### src/rtl/wb_pkg.sv
// wb_pkg: shared definitions for the write-back stage.
//   - rfmux encodings selecting the write-back source
//   - funct3 load codes used by the load extender
//   - bit positions inside the 8-bit WB control word
//   - FSM state type for the float-write hold logic
package wb_pkg;

    // Write-back source select (ctrl_wb[4:2])
    localparam logic [2:0] WB_ALU = 3'd0;
    localparam logic [2:0] WB_MDR = 3'd1;
    localparam logic [2:0] WB_PC4 = 3'd2;
    localparam logic [2:0] WB_CSR = 3'd3;
    localparam logic [2:0] WB_DR  = 3'd4;

    // Load funct3 codes
    localparam logic [2:0] F3_LB  = 3'd0;
    localparam logic [2:0] F3_LH  = 3'd1;
    localparam logic [2:0] F3_LW  = 3'd2;
    localparam logic [2:0] F3_LBU = 3'd4;
    localparam logic [2:0] F3_LHU = 3'd5;

    // ctrl_wb = {3'b000, rfmux[2:0], rfiwe, rffwe}
    localparam int CTRL_FWE    = 0;
    localparam int CTRL_IWE    = 1;
    localparam int CTRL_MUX_LO = 2;

    typedef enum logic {
        ST_PASS = 1'b0,  // output stage empty or completing this cycle
        ST_HOLD = 1'b1   // float write waiting for the float file
    } wb_state_t;

    function automatic logic [2:0] ctrl_rfmux(input logic [7:0] ctrl);
        return ctrl[CTRL_MUX_LO +: 3];
    endfunction

endpackage

### src/rtl/wb_unit_if.sv
// wb_unit_if: bundles the MEM/WB slot inputs, the two register-file write
// ports, the forwarding tap and the retired-instruction count.
//   slave  : the write-back unit (consumes MEM/WB, drives write ports)
//   master : the pipeline/register-file side
interface wb_unit_if #(
    parameter int XLEN  = 32,
    parameter int CNT_W = 64
);
    // MEM/WB slot
    logic            in_valid;
    logic [31:0]     is_din;
    logic [XLEN-1:0] pc_din;
    logic [7:0]      ctrl_wb_din;
    logic [XLEN-1:0] alu_ans_din;
    logic [XLEN-1:0] mdr_din;
    logic [XLEN-1:0] csr_din;
    logic [XLEN-1:0] dr_din;
    logic            wb_stall;
    // Integer file write port
    logic            rf_i_we;
    logic [4:0]      rf_i_addr;
    logic [XLEN-1:0] rf_i_data;
    // Float file write port
    logic            rf_f_we;
    logic [4:0]      rf_f_addr;
    logic [XLEN-1:0] rf_f_data;
    logic            rf_f_ready;
    // Forwarding tap
    logic            fwd_valid;
    logic [4:0]      fwd_addr;
    logic [XLEN-1:0] fwd_data;
    // CSR-visible counter
    logic [CNT_W-1:0] instret;

    modport slave (
        input  in_valid, is_din, pc_din, ctrl_wb_din, alu_ans_din,
               mdr_din, csr_din, dr_din, rf_f_ready,
        output wb_stall, rf_i_we, rf_i_addr, rf_i_data,
               rf_f_we, rf_f_addr, rf_f_data,
               fwd_valid, fwd_addr, fwd_data, instret
    );

    modport master (
        output in_valid, is_din, pc_din, ctrl_wb_din, alu_ans_din,
               mdr_din, csr_din, dr_din, rf_f_ready,
        input  wb_stall, rf_i_we, rf_i_addr, rf_i_data,
               rf_f_we, rf_f_addr, rf_f_data,
               fwd_valid, fwd_addr, fwd_data, instret
    );
endinterface

### src/rtl/wb_unit_load_ext.sv
// load_ext: combinational load extender.
//   mdr    : raw aligned memory word
//   offset : byte offset inside the word (alu_ans[1:0])
//   funct3 : load type
//   data   : extended result
// Halfwords use offset[1] only, so an odd offset silently picks the
// enclosing aligned halfword; misalignment is trapped elsewhere.
import wb_pkg::*;

module load_ext #(
    parameter int XLEN = 32
) (
    input  logic [XLEN-1:0] mdr,
    input  logic [1:0]      offset,
    input  logic [2:0]      funct3,
    output logic [XLEN-1:0] data
);
    logic [7:0]  byte_sel;
    logic [15:0] half_sel;

    always_comb begin
        case (offset)
            2'd0:    byte_sel = mdr[7:0];
            2'd1:    byte_sel = mdr[15:8];
            2'd2:    byte_sel = mdr[23:16];
            default: byte_sel = mdr[31:24];
        endcase
        half_sel = offset[1] ? mdr[31:16] : mdr[15:0];
    end

    always_comb begin
        data = mdr;
        case (funct3)
            F3_LB:   data = {{(XLEN-8){byte_sel[7]}}, byte_sel};
            F3_LH:   data = {{(XLEN-16){half_sel[15]}}, half_sel};
            F3_LW:   data = mdr;
            F3_LBU:  data = {{(XLEN-8){1'b0}}, byte_sel};
            F3_LHU:  data = {{(XLEN-16){1'b0}}, half_sel};
            default: data = mdr;
        endcase
    end
endmodule

### src/rtl/wb_unit.sv
// wb_unit: write-back stage.
//   clk, rst : clock (rising edge), asynchronous active-high reset
//   bus      : wb_unit_if.slave -- MEM/WB slot in, integer/float write
//              ports out, forwarding tap, wb_stall, instret
// One register stage (the "output stage") sits between MEM/WB and the
// register files. Integer writes retire in one cycle; a float write is
// held in the output stage until the float file reports ready, stalling
// MEM/WB meanwhile.
import wb_pkg::*;

module wb_unit #(
    parameter int XLEN  = 32,
    parameter int CNT_W = 64
) (
    input  logic      clk,
    input  logic      rst,
    wb_unit_if.slave  bus
);
    wb_state_t state, state_nxt;

    logic [4:0]      in_rd;
    logic [2:0]      rfmux;
    logic            in_iwe, in_fwe;
    logic [XLEN-1:0] ld_val, sel_data;
    logic            stall, accept;

    logic            out_vld, out_iwe, out_fwe;
    logic [4:0]      out_rd;
    logic [XLEN-1:0] out_data;
    logic            f_pend;

    logic [CNT_W-1:0] instret_q;

    logic unused_bits;
    assign unused_bits = ^{bus.ctrl_wb_din[7:5], bus.is_din[31:15], bus.is_din[6:0]};

    assign in_rd  = bus.is_din[11:7];
    assign rfmux  = ctrl_rfmux(bus.ctrl_wb_din);
    assign in_iwe = bus.ctrl_wb_din[CTRL_IWE];
    assign in_fwe = bus.ctrl_wb_din[CTRL_FWE];

    load_ext #(.XLEN(XLEN)) u_load_ext (
        .mdr    (bus.mdr_din),
        .offset (bus.alu_ans_din[1:0]),
        .funct3 (bus.is_din[14:12]),
        .data   (ld_val)
    );

    always_comb begin
        sel_data = '0;
        case (rfmux)
            WB_ALU:  sel_data = bus.alu_ans_din;
            WB_MDR:  sel_data = ld_val;
            WB_PC4:  sel_data = bus.pc_din + XLEN'(4);
            WB_CSR:  sel_data = bus.csr_din;
            WB_DR:   sel_data = bus.dr_din;
            default: sel_data = '0;
        endcase
    end

    assign f_pend = out_vld & out_fwe;

    // FSM
    always_ff @(posedge clk or posedge rst) begin
        if (rst) state <= ST_PASS;
        else     state <= state_nxt;
    end

    // Stall follows rf_f_ready combinationally so MEM/WB is released the
    // same cycle the float file accepts the pending write.
    always_comb begin
        state_nxt = state;
        stall     = 1'b0;
        case (state)
            ST_PASS: begin
                if (f_pend && !bus.rf_f_ready) begin
                    state_nxt = ST_HOLD;
                    stall     = 1'b1;
                end
            end
            ST_HOLD: begin
                if (bus.rf_f_ready) state_nxt = ST_PASS;
                else                stall     = 1'b1;
            end
            default: state_nxt = ST_PASS;
        endcase
    end

    assign accept = bus.in_valid & ~stall;

    // Output stage: reloads every non-stalled cycle, so an integer write
    // is visible for exactly one cycle unless a float write holds it.
    always_ff @(posedge clk or posedge rst) begin
        if (rst) begin
            out_vld  <= 1'b0;
            out_iwe  <= 1'b0;
            out_fwe  <= 1'b0;
            out_rd   <= '0;
            out_data <= '0;
        end else if (!stall) begin
            out_vld  <= bus.in_valid;
            out_iwe  <= bus.in_valid & in_iwe & (in_rd != 5'd0);
            out_fwe  <= bus.in_valid & in_fwe;
            out_rd   <= in_rd;
            out_data <= sel_data;
        end
    end

    // A zeroed instruction word is a squashed slot and does not retire.
    always_ff @(posedge clk or posedge rst) begin
        if (rst)                               instret_q <= '0;
        else if (accept && bus.is_din != '0)   instret_q <= instret_q + CNT_W'(1);
    end

    assign bus.wb_stall  = stall;
    // The integer write fires only on the first output-stage cycle; HOLD
    // cycles after it must not repeat it.
    assign bus.rf_i_we   = out_vld & out_iwe & (state == ST_PASS);
    assign bus.rf_i_addr = out_rd;
    assign bus.rf_i_data = out_data;
    assign bus.rf_f_we   = f_pend;
    assign bus.rf_f_addr = out_rd;
    assign bus.rf_f_data = out_data;
    assign bus.fwd_valid = out_vld & (out_iwe | out_fwe);
    assign bus.fwd_addr  = out_rd;
    assign bus.fwd_data  = out_data;
    assign bus.instret   = instret_q;
endmodule
### src/flat_wrapper.sv
// flat-port wrapper written by rule: the top's interface ports become plain ports
module wb_unit_flat 
#(
    parameter int XLEN  = 32,
    parameter int CNT_W = 64
)
  (clk, rst, bus_in_valid, bus_is_din, bus_pc_din, bus_ctrl_wb_din, bus_alu_ans_din, bus_mdr_din, bus_csr_din, bus_dr_din, bus_rf_f_ready, bus_wb_stall, bus_rf_i_we, bus_rf_i_addr, bus_rf_i_data, bus_rf_f_we, bus_rf_f_addr, bus_rf_f_data, bus_fwd_valid, bus_fwd_addr, bus_fwd_data, bus_instret);
  wb_unit_if #(.XLEN(XLEN), .CNT_W(CNT_W)) bus_i ();
  input  logic clk;
  input  logic rst;
  input wire logic [$bits(bus_i.in_valid)-1:0] bus_in_valid;
  input wire logic [$bits(bus_i.is_din)-1:0] bus_is_din;
  input wire logic [$bits(bus_i.pc_din)-1:0] bus_pc_din;
  input wire logic [$bits(bus_i.ctrl_wb_din)-1:0] bus_ctrl_wb_din;
  input wire logic [$bits(bus_i.alu_ans_din)-1:0] bus_alu_ans_din;
  input wire logic [$bits(bus_i.mdr_din)-1:0] bus_mdr_din;
  input wire logic [$bits(bus_i.csr_din)-1:0] bus_csr_din;
  input wire logic [$bits(bus_i.dr_din)-1:0] bus_dr_din;
  input wire logic [$bits(bus_i.rf_f_ready)-1:0] bus_rf_f_ready;
  output wire logic [$bits(bus_i.wb_stall)-1:0] bus_wb_stall;
  output wire logic [$bits(bus_i.rf_i_we)-1:0] bus_rf_i_we;
  output wire logic [$bits(bus_i.rf_i_addr)-1:0] bus_rf_i_addr;
  output wire logic [$bits(bus_i.rf_i_data)-1:0] bus_rf_i_data;
  output wire logic [$bits(bus_i.rf_f_we)-1:0] bus_rf_f_we;
  output wire logic [$bits(bus_i.rf_f_addr)-1:0] bus_rf_f_addr;
  output wire logic [$bits(bus_i.rf_f_data)-1:0] bus_rf_f_data;
  output wire logic [$bits(bus_i.fwd_valid)-1:0] bus_fwd_valid;
  output wire logic [$bits(bus_i.fwd_addr)-1:0] bus_fwd_addr;
  output wire logic [$bits(bus_i.fwd_data)-1:0] bus_fwd_data;
  output wire logic [$bits(bus_i.instret)-1:0] bus_instret;
  assign bus_i.in_valid = bus_in_valid;
  assign bus_i.is_din = bus_is_din;
  assign bus_i.pc_din = bus_pc_din;
  assign bus_i.ctrl_wb_din = bus_ctrl_wb_din;
  assign bus_i.alu_ans_din = bus_alu_ans_din;
  assign bus_i.mdr_din = bus_mdr_din;
  assign bus_i.csr_din = bus_csr_din;
  assign bus_i.dr_din = bus_dr_din;
  assign bus_i.rf_f_ready = bus_rf_f_ready;
  assign bus_wb_stall = bus_i.wb_stall;
  assign bus_rf_i_we = bus_i.rf_i_we;
  assign bus_rf_i_addr = bus_i.rf_i_addr;
  assign bus_rf_i_data = bus_i.rf_i_data;
  assign bus_rf_f_we = bus_i.rf_f_we;
  assign bus_rf_f_addr = bus_i.rf_f_addr;
  assign bus_rf_f_data = bus_i.rf_f_data;
  assign bus_fwd_valid = bus_i.fwd_valid;
  assign bus_fwd_addr = bus_i.fwd_addr;
  assign bus_fwd_data = bus_i.fwd_data;
  assign bus_instret = bus_i.instret;
  wb_unit #(.XLEN(XLEN), .CNT_W(CNT_W)) u_core (.clk(clk), .rst(rst), .bus(bus_i));
endmodule
### config.mk
export PLATFORM = sky130hd
export DESIGN_NAME = wb_unit_flat
export DESIGN_NICKNAME = d
export VERILOG_FILES = /design/src/rtl/wb_pkg.sv /design/src/rtl/wb_unit_if.sv /design/src/rtl/wb_unit_load_ext.sv /design/src/rtl/wb_unit.sv /design/src/flat_wrapper.sv
export SDC_FILE = /design/constraint.sdc
export NUM_CORES = 1
export LEC_CHECK = 0
export BUFFER_PORTS_ARGS = -buffer_cell sky130_fd_sc_hd__buf_2
export CORE_AREA = 2 2 147 149
export CTS_BUF_LIST = sky130_fd_sc_hd__clkbuf_4
export CTS_CLUSTER_SIZE = 12
export DETAILED_ROUTE_END_ITERATION = 6
export DIE_AREA = 0 0 149 151
export SLEW_MARGIN = 20
export SYNTH_ARGS = -nofsm -noshare
export SYNTH_HDL_FRONTEND = slang
export SYNTH_SLANG_ARGS = --single-unit
### constraint.sdc
create_clock -name clk -period 3.72 [get_ports clk]
set_clock_uncertainty 0.05 [all_clocks]
set_input_delay 0.186 -clock clk [delete_from_list [all_inputs] [get_ports clk]]
set_output_delay 0.186 -clock clk [all_outputs]
set_load 0.01 [all_outputs]
==> impl_metrics.tcl <==
set metrics [dict create \
    slowest_stage "dlygate4sd3_1" \
    synth_area_leaders "dfrtp_1 36%, xnor2_1 8.9%, buf_4 7.7%" \
    r2r-end "u_core.bus.fwd_data[9]$_DFFE_PP0N_" \
    vias 7590 \
    leakage_uw 0.00479 \
    fp.coreArea_sq_mm 0.0208 \
    status "complete, no violations" \
    tightest_slew_ps 1010 \
    cp_max_fo 23 \
    fp-row-count 53 \
    numCtsBuffers 9 \
    yosys_warnings 0 \
    clockBufferDepth 2 \
    grt_pass1_vias 7075 \
    syn_nets 1022 \
    crit_path_cell_trace "a21oi_1 > or2_2 > clkinv_1 > buf_4 > a222oi_1 > o21ai_0 > dlygate4sd3_1" \
    synth_area_per_cell_sq_um 8.94 \
    final_util_pct 45.9 \
    cp.arrival_ps 3590 \
    timing_hold_violations_final 0 \
    clk-insertion-delay-late_ps 500 \
    period_needed_ps 3240 \
    min_path_type "in -> reg" \
    hp-start "bus_csr_din[21]" \
    pin_count 383 \
    die_w_microns 149 \
    hold_depth 5 \
    fin_cells 1437 \
    vdd_drop_max_v 0.000184 \
    cts.sinks 105 \
    ctsResizeCount 0 \
    place_hpwl_mm 22.9 \
    whs_ps 41.8 \
    die_area_sq_mm 0.0225 \
    end_kind "register" \
    seq_area_frac_synth_pct 36.0 \
    cts_htree_levels 3 \
    max_stage_delay_ps 590 \
    cap_violations 0 \
    synth_common_cells "105 x dfrtp_1, 89 x nand2_1, 75 x buf_4, 74 x xnor2_1, 46 x nand3_1" \
    root_buffer "clkbuf_4" \
    port_buffers 379 \
    gr-total-overflow 0 \
    async_reset_ff_share_pct 100 \
    synth-main-ff-cell "dfrtp_1" \
    final.setup.tns_ps 0 \
    rr_worst_depth 7 \
    slew_headroom_pct 32.3 \
    cts_tree "done" \
    rrSetupSlack_ps 480 \
    synth_edf_count 0 \
    path_class "reg -> reg" \
    setup_viol 0 \
    hold_end "u_core.bus.fwd_data[21]$_DFFE_PP0N_" \
    slew_viol_final 0 \
    ant_nets 0 \
    die_h_microns 151 \
    r2r-start "u_core.out_vld$_DFFE_PP0N_" \
    power_density_mw_per_mm2 295 \
    grt_pass1_wl_mm 41.7 \
    place_congestion 0.939 \
    route.detailed.drc 0 \
    drt_iter0_markers 486 \
    ys_ff_latch 105 \
    track_usage_pct 24.4 \
    critPathRequiredTime_ps 4070 \
    period_share_pct 87.1 \
    yosys.area.top_type "dfrtp_1" \
    rsz0062_at_grt "false" \
    clk_pin_slew_ps 200 \
    initial_core_util_pct 35.0 \
    avgRoutedWirePerCell_microns 19.7 \
    nets 1362 \
    synth_cells 816 \
    drt-pass1-iter-count 6 \
    area_growth_pct 31.0 \
    grt_max_degree 65 \
    antenna_found_initial 2 \
    synth.most_common_cell "dfrtp_1" \
    max_freq_ghz 0.309 \
    synth_area_sq_mm 0.00729 \
    drive_gt1_share_pct 38.5 \
    routed_wl_mm 28.4 \
    via_per_inst 5.28 \
    ys_types 56 \
    yosys.area.top_type_share_pct 36.0 \
    critPathLaunchType "register" \
    post-place-cells 1369 \
]
critical path, delay by kind of cell, from the launching register on:
family                 cells  cell delay (ps)
and+or+nand+nor            1              280
AOI/OAI and AO/OA          3              720
DFF                        1              460
buffers and inverters      3             1610
repair_timing:
action	4_1_cts	5_1_grt
endpoints found under the hold margin	95	0
buffers inserted	0	0
hold buffers	51	0
flip-flops by register name (all words and copies together), names as in the netlist:
name,count
u_core.bus.instret,64
u_core.bus.fwd_data,32
u_core.bus.fwd_addr,5
u_core.out_fwe,1
u_core.out_iwe,1
u_core.out_vld,1
u_core.state,1
metrics by stage:
stage	instance area, sq um	worst slack [ps]	total power [uW]
3_5_place_dp	8890	955	2150
5_1_grt	9550	244	2990
2_1_floorplan	7290	723	1830
3_3_place_gp	8890	1010	2140
4_1_cts	9550	534	2850
6_report	9550	479	2820
area by class of cell:
type / instances / area [sq um]
Fill cell: 2135 / 11300
Multi-Input combinational cell: 578 / 3860
Sequential cell: 105 / 2630
Timing Repair Buffer: 442 / 2500
Tap cell: 275 / 344
Clock inverter: 7 / 80.1
Inverter: 20 / 77.6
Clock buffer: 9 / 67.6
Antenna cell: 1 / 2.50
report_power, final:
group	switching (uW)	total [uW]	leakage, uW	internal (uW)
clock	469	635	0.0000769	166
combinational	451	837	0.00331	386
sequential	122	1350	0.00140	1230
layer usage:
layer | track usage (%) | share of wire, % | up-vias
li1 | - | - | 3579
met1 | 31.9 | 41 | 3626
met2 | 41.1 | 49 | 345
met3 | 5.48 | 7.6 | 38
met4 | 6.19 | 2.4 | 2
met5 | 0 | 0.053 | -
worst max path at each step:
stage / startpoint / endpoint / slack (ps) / depth (start not counted)
6_report: u_core.out_vld$_DFFE_PP0N_ / u_core.bus.fwd_data[9]$_DFFE_PP0N_ / 480 / 7
5_1_grt: u_core.out_vld$_DFFE_PP0N_ / u_core.bus.fwd_data[9]$_DFFE_PP0N_ / 240 / 7
4_1_cts: u_core.out_vld$_DFFE_PP0N_ / u_core.bus.fwd_data[30]$_DFFE_PP0N_ / 530 / 8
3_3_place_gp: u_core.out_vld$_DFFE_PP0N_ / u_core.bus.instret[57]$_DFFE_PP0P_ / 1010 / 6
2_1_floorplan: rst / u_core.bus.fwd_addr[0]$_DFFE_PP0N_ / 720 / 1
3_5_place_dp: u_core.out_vld$_DFFE_PP0N_ / u_core.bus.instret[57]$_DFFE_PP0P_ / 960 / 6
cells in the final DEF, fill, tap and decap left out, drive strengths merged, types with 3 or more instances in the layout:
| cell | n |
|---|---|
| nor2 | 41 |
| dlygate4sd3 | 51 |
| xor2 | 17 |
| dfrtp | 105 |
| nor3 | 16 |
| a22o | 5 |
| or3b | 3 |
| or2 | 3 |
| a222oi | 22 |
| o211ai | 7 |
| and4 | 7 |
| and3 | 14 |
| a21oi | 26 |
| clkbuf | 9 |
| mux2 | 23 |
| inv | 24 |
| o221ai | 12 |
| mux2i | 16 |
| and2 | 6 |
| nand4 | 37 |
| xnor2 | 74 |
| nand2b | 4 |
| buf | 391 |
| nor4 | 12 |
| o21ai | 41 |
| a211oi | 5 |
| nand2 | 89 |
| a22oi | 8 |
| nand3 | 46 |
| a31oi | 8 |
| nor2b | 12 |
| a221oi | 7 |
kinds of logic after synthesis:
family / after synthesis / synth area share (%)
buf+inv: 133 / 11.1
compound gates: 150 / 14.4
xor+xnor: 91 / 10.9
mux: 39 / 5.75
simple gates: 296 / 21.4
fa+ha+maj: 2 / 0.343
flops: 105 / 36.0
Power figures use the tool's default switching activity.
